File: config.mk
export PLATFORM = sky130hd
export DESIGN_NAME = sqrt_task_scheduler_flat
export DESIGN_NICKNAME = d
export VERILOG_FILES = /design/src/rtl/sqrt_task_scheduler_pkg.sv /design/src/rtl/sqrt_task_scheduler_if.sv /design/src/rtl/sqrt_task_scheduler_order_fifo.sv /design/src/rtl/sqrt_task_scheduler.sv /design/src/flat_wrapper.sv
export SDC_FILE = /design/constraint.sdc
export NUM_CORES = 1
export LEC_CHECK = 0
export BUFFER_PORTS_ARGS = -buffer_cell sky130_fd_sc_hd__buf_2
export CAP_MARGIN = 40
export CORE_ASPECT_RATIO = 1.1
export CORE_MARGIN = 2
export CORE_UTILIZATION = 50
export DETAILED_ROUTE_END_ITERATION = 8
export PLACE_DENSITY = 0.77
export SLEW_MARGIN = 0
export SYNTH_ARGS = -nofsm -noshare
export SYNTH_HDL_FRONTEND = slang
export SYNTH_SLANG_ARGS = --single-unit
File: constraint.sdc
create_clock -name clk -period 3.7 [get_ports clk]
set_input_delay 0.74 -clock clk [delete_from_list [all_inputs] [get_ports clk]]
set_output_delay 0.74 -clock clk [all_outputs]
set_load 0.01 [all_outputs]
File: src/rtl/sqrt_task_scheduler_pkg.sv
// Shared types and constants for the sqrt task scheduler: worker lifecycle
// enum, default data width, worker-count ceiling and a priority-pick helper.
package sqrt_sched_pkg;

   localparam int W_DEF       = 32;
   localparam int MAX_WORKERS = 16;

   typedef enum logic [1:0] {
      W_FREE = 2'd0,
      W_BUSY = 2'd1,
      W_DONE = 2'd2
   } wstate_e;

   // Index of the lowest set bit; 0 when the mask is empty (caller gates on |mask).
   function automatic int lowest_set(input logic [MAX_WORKERS-1:0] m);
      int r;
      r = 0;
      for (int k = MAX_WORKERS - 1; k >= 0; k--) begin
         if (m[k]) r = k;
      end
      return r;
   endfunction

endpackage

File: src/rtl/sqrt_task_scheduler_if.sv
// Bundle of upstream, worker-side and downstream signals of the scheduler.
// master = scheduler side, slave = environment (source, workers, sink).
interface sqrt_sched_if
   import sqrt_sched_pkg::*;
#(
   parameter int N_WORKERS = 4,
   parameter int W         = W_DEF
);
   logic                   arg_vld;
   logic                   arg_rdy;
   logic [W-1:0]           a;
   logic [W-1:0]           b;
   logic [W-1:0]           c;
   logic [N_WORKERS-1:0]   w_arg_vld;
   logic [W-1:0]           w_a;
   logic [W-1:0]           w_b;
   logic [W-1:0]           w_c;
   logic [N_WORKERS-1:0]   w_res_vld;
   logic [N_WORKERS*W-1:0] w_res;
   logic                   res_vld;
   logic [W-1:0]           res;

   modport master (
      input  arg_vld, a, b, c, w_res_vld, w_res,
      output arg_rdy, w_arg_vld, w_a, w_b, w_c, res_vld, res
   );

   modport slave (
      output arg_vld, a, b, c, w_res_vld, w_res,
      input  arg_rdy, w_arg_vld, w_a, w_b, w_c, res_vld, res
   );
endinterface

File: src/rtl/sqrt_task_scheduler_order_fifo.sv
// Small FIFO remembering which worker got each accepted task, so results
// can be released in acceptance order. Any depth >= 2, not only powers of 2.
module sched_order_fifo #(
   parameter int DEPTH = 4,
   parameter int DW    = 2
) (
   input  logic          clk,
   input  logic          rst,
   input  logic          i_push,
   input  logic [DW-1:0] i_push_data,
   input  logic          i_pop,
   output logic          o_empty,
   output logic [DW-1:0] o_head
);
   localparam int PW = (DEPTH > 1) ? $clog2(DEPTH) : 1;
   localparam int CW = $clog2(DEPTH + 1);

   logic [DW-1:0] r_mem [DEPTH];
   logic [PW-1:0] r_wr;
   logic [PW-1:0] r_rd;
   logic [CW-1:0] r_cnt;

   function automatic logic [PW-1:0] ptr_inc(input logic [PW-1:0] p);
      return (p == PW'(DEPTH - 1)) ? '0 : p + 1'b1;
   endfunction

   always_ff @(posedge clk) begin
      if (rst) begin
         r_wr  <= '0;
         r_rd  <= '0;
         r_cnt <= '0;
      end else begin
         if (i_push) r_wr <= ptr_inc(r_wr);
         if (i_pop)  r_rd <= ptr_inc(r_rd);
         r_cnt <= r_cnt + CW'(i_push) - CW'(i_pop);
      end
   end

   // Storage needs no reset; occupancy is tracked by r_cnt alone.
   always_ff @(posedge clk) begin
      if (i_push) r_mem[r_wr] <= i_push_data;
   end

   assign o_empty = (r_cnt == '0);
   assign o_head  = r_mem[r_rd];

endmodule

File: src/rtl/sqrt_task_scheduler.sv
// Dispatches argument triples to N_WORKERS external formula workers and
// returns results in acceptance order. Define SQRT_SCHED_ERR_CNT_EN to add
// the err_cnt port counting ignored (stray) completion pulses.
module sqrt_task_scheduler
   import sqrt_sched_pkg::*;
#(
   parameter int N_WORKERS = 4,   // legal 2..MAX_WORKERS
   parameter int W         = W_DEF
) (
   input  logic clk,
   input  logic rst,
   sqrt_sched_if.master bus
`ifdef SQRT_SCHED_ERR_CNT_EN
   ,
   output logic [7:0] err_cnt
`endif
);
   localparam int IW = (N_WORKERS > 1) ? $clog2(N_WORKERS) : 1;

   wstate_e              r_state     [N_WORKERS];
   wstate_e              w_state_nxt [N_WORKERS];
   logic [W-1:0]         r_rslt      [N_WORKERS];

   logic [N_WORKERS-1:0] w_free;
   logic [N_WORKERS-1:0] w_cap;
   logic [N_WORKERS-1:0] w_onehot;
   logic                 w_acc;
   logic                 w_pop;
   logic                 w_empty;
   logic [IW-1:0]        w_sel;
   logic [IW-1:0]        w_head;

   logic [N_WORKERS-1:0] r_w_arg_vld;
   logic [W-1:0]         r_wa;
   logic [W-1:0]         r_wb;
   logic [W-1:0]         r_wc;
   logic                 r_res_vld;
   logic [W-1:0]         r_res;

   always_comb begin
      w_free = '0;
      w_cap  = '0;
      for (int i = 0; i < N_WORKERS; i++) begin
         w_free[i] = (r_state[i] == W_FREE);
         w_cap[i]  = bus.w_res_vld[i] && (r_state[i] == W_BUSY);
      end
   end

   // Ready depends on registered state only, so a worker freed this edge
   // is visible to upstream one cycle later.
   assign bus.arg_rdy = |w_free;
   assign w_acc       = bus.arg_vld && bus.arg_rdy;
   assign w_sel       = IW'(lowest_set(MAX_WORKERS'(w_free)));
   assign w_onehot    = N_WORKERS'(1) << w_sel;
   assign w_pop       = !w_empty && (r_state[w_head] == W_DONE);

   sched_order_fifo #(
      .DEPTH (N_WORKERS),
      .DW    (IW)
   ) u_order (
      .clk         (clk),
      .rst         (rst),
      .i_push      (w_acc),
      .i_push_data (w_sel),
      .i_pop       (w_pop),
      .o_empty     (w_empty),
      .o_head      (w_head)
   );

   // Accept, capture and release each need a distinct current state,
   // so at most one of them can fire per worker in a cycle.
   always_comb begin
      for (int i = 0; i < N_WORKERS; i++) begin
         w_state_nxt[i] = r_state[i];
         if (w_acc && (w_sel == IW'(i)))  w_state_nxt[i] = W_BUSY;
         if (w_cap[i])                    w_state_nxt[i] = W_DONE;
         if (w_pop && (w_head == IW'(i))) w_state_nxt[i] = W_FREE;
      end
   end

   always_ff @(posedge clk) begin
      if (rst) begin
         for (int i = 0; i < N_WORKERS; i++) r_state[i] <= W_FREE;
      end else begin
         for (int i = 0; i < N_WORKERS; i++) r_state[i] <= w_state_nxt[i];
      end
   end

   always_ff @(posedge clk) begin
      for (int i = 0; i < N_WORKERS; i++) begin
         if (w_cap[i]) r_rslt[i] <= bus.w_res[i*W +: W];
      end
   end

   always_ff @(posedge clk) begin
      if (rst) begin
         r_w_arg_vld <= '0;
         r_wa        <= '0;
         r_wb        <= '0;
         r_wc        <= '0;
         r_res_vld   <= 1'b0;
         r_res       <= '0;
      end else begin
         r_w_arg_vld <= w_acc ? w_onehot : '0;
         if (w_acc) begin
            r_wa <= bus.a;
            r_wb <= bus.b;
            r_wc <= bus.c;
         end
         r_res_vld <= w_pop;
         if (w_pop) r_res <= r_rslt[w_head];
      end
   end

   assign bus.w_arg_vld = r_w_arg_vld;
   assign bus.w_a       = r_wa;
   assign bus.w_b       = r_wb;
   assign bus.w_c       = r_wc;
   assign bus.res_vld   = r_res_vld;
   assign bus.res       = r_res;

`ifdef SQRT_SCHED_ERR_CNT_EN
   logic [N_WORKERS-1:0] w_stray;
   logic [8:0]           w_err_sum;
   logic [7:0]           r_err_cnt;

   assign w_stray = bus.w_res_vld & ~w_cap;

   // Worst case 255 + MAX_WORKERS still fits in 9 bits before saturating.
   always_comb begin
      w_err_sum = {1'b0, r_err_cnt};
      for (int i = 0; i < N_WORKERS; i++) w_err_sum = w_err_sum + 9'(w_stray[i]);
   end

   always_ff @(posedge clk) begin
      if (rst) r_err_cnt <= '0;
      else     r_err_cnt <= (w_err_sum > 9'd255) ? 8'hFF : w_err_sum[7:0];
   end

   assign err_cnt = r_err_cnt;
`endif

endmodule

File: src/flat_wrapper.sv
// flat-port wrapper written by rule: the top's interface ports become plain ports
module sqrt_task_scheduler_flat import sqrt_sched_pkg::*;
#(
   parameter int N_WORKERS = 4,                          
   parameter int W         = W_DEF
)
  (clk, rst, bus_arg_vld, bus_a, bus_b, bus_c, bus_w_res_vld, bus_w_res, bus_arg_rdy, bus_w_arg_vld, bus_w_a, bus_w_b, bus_w_c, bus_res_vld, bus_res);
  sqrt_sched_if #(.N_WORKERS(N_WORKERS), .W(W)) bus_i ();
  input  logic clk;
  input  logic rst;
  input wire logic [$bits(bus_i.arg_vld)-1:0] bus_arg_vld;
  input wire logic [$bits(bus_i.a)-1:0] bus_a;
  input wire logic [$bits(bus_i.b)-1:0] bus_b;
  input wire logic [$bits(bus_i.c)-1:0] bus_c;
  input wire logic [$bits(bus_i.w_res_vld)-1:0] bus_w_res_vld;
  input wire logic [$bits(bus_i.w_res)-1:0] bus_w_res;
  output wire logic [$bits(bus_i.arg_rdy)-1:0] bus_arg_rdy;
  output wire logic [$bits(bus_i.w_arg_vld)-1:0] bus_w_arg_vld;
  output wire logic [$bits(bus_i.w_a)-1:0] bus_w_a;
  output wire logic [$bits(bus_i.w_b)-1:0] bus_w_b;
  output wire logic [$bits(bus_i.w_c)-1:0] bus_w_c;
  output wire logic [$bits(bus_i.res_vld)-1:0] bus_res_vld;
  output wire logic [$bits(bus_i.res)-1:0] bus_res;
  assign bus_i.arg_vld = bus_arg_vld;
  assign bus_i.a = bus_a;
  assign bus_i.b = bus_b;
  assign bus_i.c = bus_c;
  assign bus_i.w_res_vld = bus_w_res_vld;
  assign bus_i.w_res = bus_w_res;
  assign bus_arg_rdy = bus_i.arg_rdy;
  assign bus_w_arg_vld = bus_i.w_arg_vld;
  assign bus_w_a = bus_i.w_a;
  assign bus_w_b = bus_i.w_b;
  assign bus_w_c = bus_i.w_c;
  assign bus_res_vld = bus_i.res_vld;
  assign bus_res = bus_i.res;
  sqrt_task_scheduler #(.N_WORKERS(N_WORKERS), .W(W)) u_core (.clk(clk), .rst(rst), .bus(bus_i));
endmodule
==> results by stage <==
Synthesis:
- Synthesis produced a netlist with a net count of 1158.
- Of the total synthesized cell area, the portion taken by full adders, half adders and majority gates is 0.0101.
- The synthesized design contains 286 register bits.
- The share of synthesized area in the top cell type comes to 0.382.
- The netlist area before placement is 10700 um^2.
- Ranked by total cell area, the synthesized netlist is headed by sky130_fd_sc_hd__edfxtp_1, sky130_fd_sc_hd__dfxtp_1, sky130_fd_sc_hd__nand2_1, sky130_fd_sc_hd__a21oi_1, sky130_fd_sc_hd__mux2_2.
- The xor/xnor cell area share of the yosys netlist is 0.00164.
- After synthesis, the share of cell area in mux cells is 0.0724.
- Synthesis instantiated 40 different standard cells from the library.
- Of the total synthesized cell area, the portion taken by AND, OR, NAND and NOR gates is 0.114.
- For this run, the register share of the synthesized area comes to 0.663.
- The post-synthesis cell count is 919.
- The largest area contributor in the netlist is sky130_fd_sc_hd__edfxtp_1.
- The average cell area after synthesis is 11.6 um^2.
- The area fraction in compound gates after synthesis is 0.107.
- For this run, the number of Yosys warnings is 0.
- The combinational family with the most area after synthesis is simple AND/OR/NAND/NOR gates.

Status:
- The run finished with clean final reports.

Global route:
- Across every metal layer, demand over resource in global routing totals 0.224.
- The initial antenna violation count is 6.
- The aggregate global routing overflow is 0.
- The number of global-route vias before repair is 7857.
- The largest net degree at the start of global routing is 68.
- The first-pass GRT wire length is 39.9 mm.

Place:
- The congestion estimate from routability-driven global placement came to 0.792.
- At the placement stage, the worst setup path has a slack of 0.760 ns.
- Input and output buffers added on the ports amount to 364.
- The estimated wirelength of the detail-placed design is 17.9 mm.

Die:
- The starting density of the core is 0.505.
- The height of the die is 157 um.
- The die covers 22500 um^2.
- The number of top-level pins is 365.
- After floorplanning, the core was divided into 56 placement rows.
- The die extent in x is 143 um.
- After floorplanning, the core was sized to cover 21200 um^2.

STA:
- The number of endpoints with negative hold slack in the final report came to 0.
- Final hold analysis gives a worst-case slack of 0.378 ns.
- The worst-case setup margin in the final layout is 0.756 ns.
- Of the available clock period, the critical path in the final layout requires 0.796.
- In this run the tightest slew margin relative to its limit is 0.420.
- The actual transition at the worst max-transition pin is 0.870 ns.
- Between clock sinks in the finished design, the worst skew comes to 0.0137 ns.
- The final sum of negative setup slack is 0 ns.
- The setup violation total in the final timing report is 0.
- The max-slew violation count was 0.
- The shortest clock period the worst path allows after layout is 2.94 ns.
- For this run, the top clock speed supported by timing is 340 MHz.
- Setup repair after global routing left no endpoint under its margin.

Critical path:
- The arrival time of data at the critical path endpoint is 3.36 ns.
- STA puts the critical path data required time at 4.11 ns.
- Along the worst path, the maximum fanout reaches 29.
- The type of the worst setup path is reg2reg.
- The type of element launching the critical path is a flop.
- STA classifies the critical path endpoint as a flop.

Clocking:
- The CTS buffer count is 29.
- The TritonCTS sink count is 286.
- The post-CTS setup repair buffer count is 0.
- For the worst-skew pair, the clock arrives at the later sink with an insertion delay of 0.53 ns.
- The number of gates given a new drive strength after cts is 0.
- The H-tree depth is 1.
- The clock tree from TritonCTS is done.
- The number of buffers between clock root and the deepest sink is 3.
- The cts-stage hold buffer count is 0.
- The root cell of the clock tree is sky130_fd_sc_hd__clkbuf_16.
- The register clock-pin slew on the reported worst setup and hold paths is 0.06 ns.

Cells and area:
- The library cells used most frequently in the layout, excluding fill and tap cells, are sky130_fd_sc_hd__buf_2, sky130_fd_sc_hd__nand2_1, sky130_fd_sc_hd__dfxtp_1.
- The library cell used most frequently in the layout, excluding fill and tap cells, is sky130_fd_sc_hd__buf_2.
- In the final design database the tool counted 1507 nets.
- In the final layout, the share of cells above drive strength 1 is 0.384.
- The synthesis-to-finish area growth is 29.6%.

Power:
- VDD sags by at most 0.432 mV.
- The power density relative to cell area is 531 nW/um^2.
- The analysis attributes to cell leakage a power of 5.84 nW.

Job:
- Max-cap violations in this run came to 0.

Route:
- The detailed router placed 7868 vias in this run.
- The total DRC errors in the routed layout is 0.
- The average routed wire per standard cell is 16.6 um.
- The DRC violation total after the first TritonRoute iteration is 429.
- The detail route stage leaves a number of antenna-violating nets equal to 0.
- After detailed routing, the number of vias per cell comes to 4.95.
- The pre-antenna-repair detailed-routing pass consisted of 4 iterations.
- After detailed routing, the total wire length is 26.4 mm.

Hold path:
- The tightest min-delay check is of the in2reg type.
worst max-delay path, stage by stage (launching register included):
cell and delay, ns:
sky130_fd_sc_hd__dfxtp_1 0.38, sky130_fd_sc_hd__mux4_2 0.80, sky130_fd_sc_hd__or2_1 0.39, sky130_fd_sc_hd__o22ai_4 0.15
sky130_fd_sc_hd__ha_1 0.25, sky130_fd_sc_hd__inv_1 0.07, sky130_fd_sc_hd__ha_1 0.16, sky130_fd_sc_hd__inv_1 0.05
sky130_fd_sc_hd__fa_1 0.38, sky130_fd_sc_hd__xnor2_1 0.17, sky130_fd_sc_hd__nor2_1 0.05
registers in the layout (all words and copies together) (netlist names), named ones only:
| register | flops |
|---|---|
| u_core.r_state | 8 |
| u_core.bus.w_arg_vld | 4 |
| u_core.u_order.r_cnt | 3 |
| u_core.bus.w_a | 32 |
| u_core.bus.w_c | 32 |
| u_core.bus.w_b | 32 |
| u_core.u_order.r_mem | 8 |
| u_core.bus.res | 32 |
| u_core.u_order.r_rd | 2 |
| u_core.r_rslt | 128 |
| u_core.bus.res_vld | 1 |
| u_core.u_order.r_wr | 2 |
power by group:
part / internal [mW] / total [mW] / switching (mW)
Sequential: 3.44 / 3.49 / 0.0560
Combinational: 0.319 / 0.721 / 0.402
Clock: 1.97 / 3.14 / 1.17
Total: 5.72 / 7.35 / 1.63
final timing paths:
kind / startpoint / end / slack, ns / cells past startpoint
min: bus_w_res[42] / u_core.r_rslt[1][10] / 0.38 / 1
min reg2reg: u_core.bus.w_a[23] / u_core.bus.w_a[23] / 0.45 / 2
max reg2reg: flop / u_core.u_order.r_cnt[2] / 0.76 / 10
max: flop / u_core.u_order.r_cnt[2] / 0.76 / 10
logic make-up (layout without fill, tap and decap cells):
kind of cell | count (synthesis) | count (layout)
other | 0 | 9
and+or+nand+nor | 304 | 304
xor gates and xnor gates | 2 | 2
buffers and inverters | 69 | 440
DFF | 286 | 286
muxes | 70 | 70
AOI/OAI and AO/OA | 180 | 180
adders and majority gates | 8 | 8
cells in the mapped netlist, drive strengths merged:
cell type / instances
and3: 4
inv: 9
a31oi: 1
nand2b: 2
xnor2: 1
nand3: 1
or4: 1
o21ai: 5
a41oi: 1
mux2i: 36
nor3: 5
nand2: 200
mux2: 32
o31ai: 3
o22ai: 1
mux4: 2
nor2: 78
nor2b: 6
clkbuf: 28
and4b: 1
ha: 7
buf: 32
or2: 3
xor2: 1
fa: 1
dfxtp: 150
or3: 1
nor3b: 1
and3b: 1
a211oi: 32
a21oi: 137
edfxtp: 136
through the flow:
step | instances | utilization | total power, mW | cell area, um^2
final | 1589 | 0.654 | 7.35 | 13800
after global routing | 1586 | 0.654 | 7.62 | 13800
after CTS | 1580 | 0.653 | 7.42 | 13800
after detailed placement | 1527 | 0.604 | 4.28 | 12800
after global placement | 1523 | 0.599 | 4.25 | 12700
after floorplan | 919 | - | 3.99 | 10700
metal layers:
| metal | part of all wire | global-route usage |
|---|---|---|
| met1 | 0.38 | 0.262 |
| met4 | 0.027 | 0.0742 |
| met3 | 0.095 | 0.0645 |
| met5 | 0 | 0 |
| met2 | 0.50 | 0.393 |
layout make-up:
type | count | area [um^2]
Timing Repair Buffer | 378 | 2010
Clock buffer | 38 | 779
Tap cell | 290 | 363
Antenna cell | 9 | 22.5
Inverter | 9 | 33.8
Sequential cell | 286 | 7090
Fill cell | 1716 | 7320
Clock inverter | 15 | 253
Multi-Input combinational cell | 564 | 3290
No activity file was read; power rests on OpenSTA's default activity.
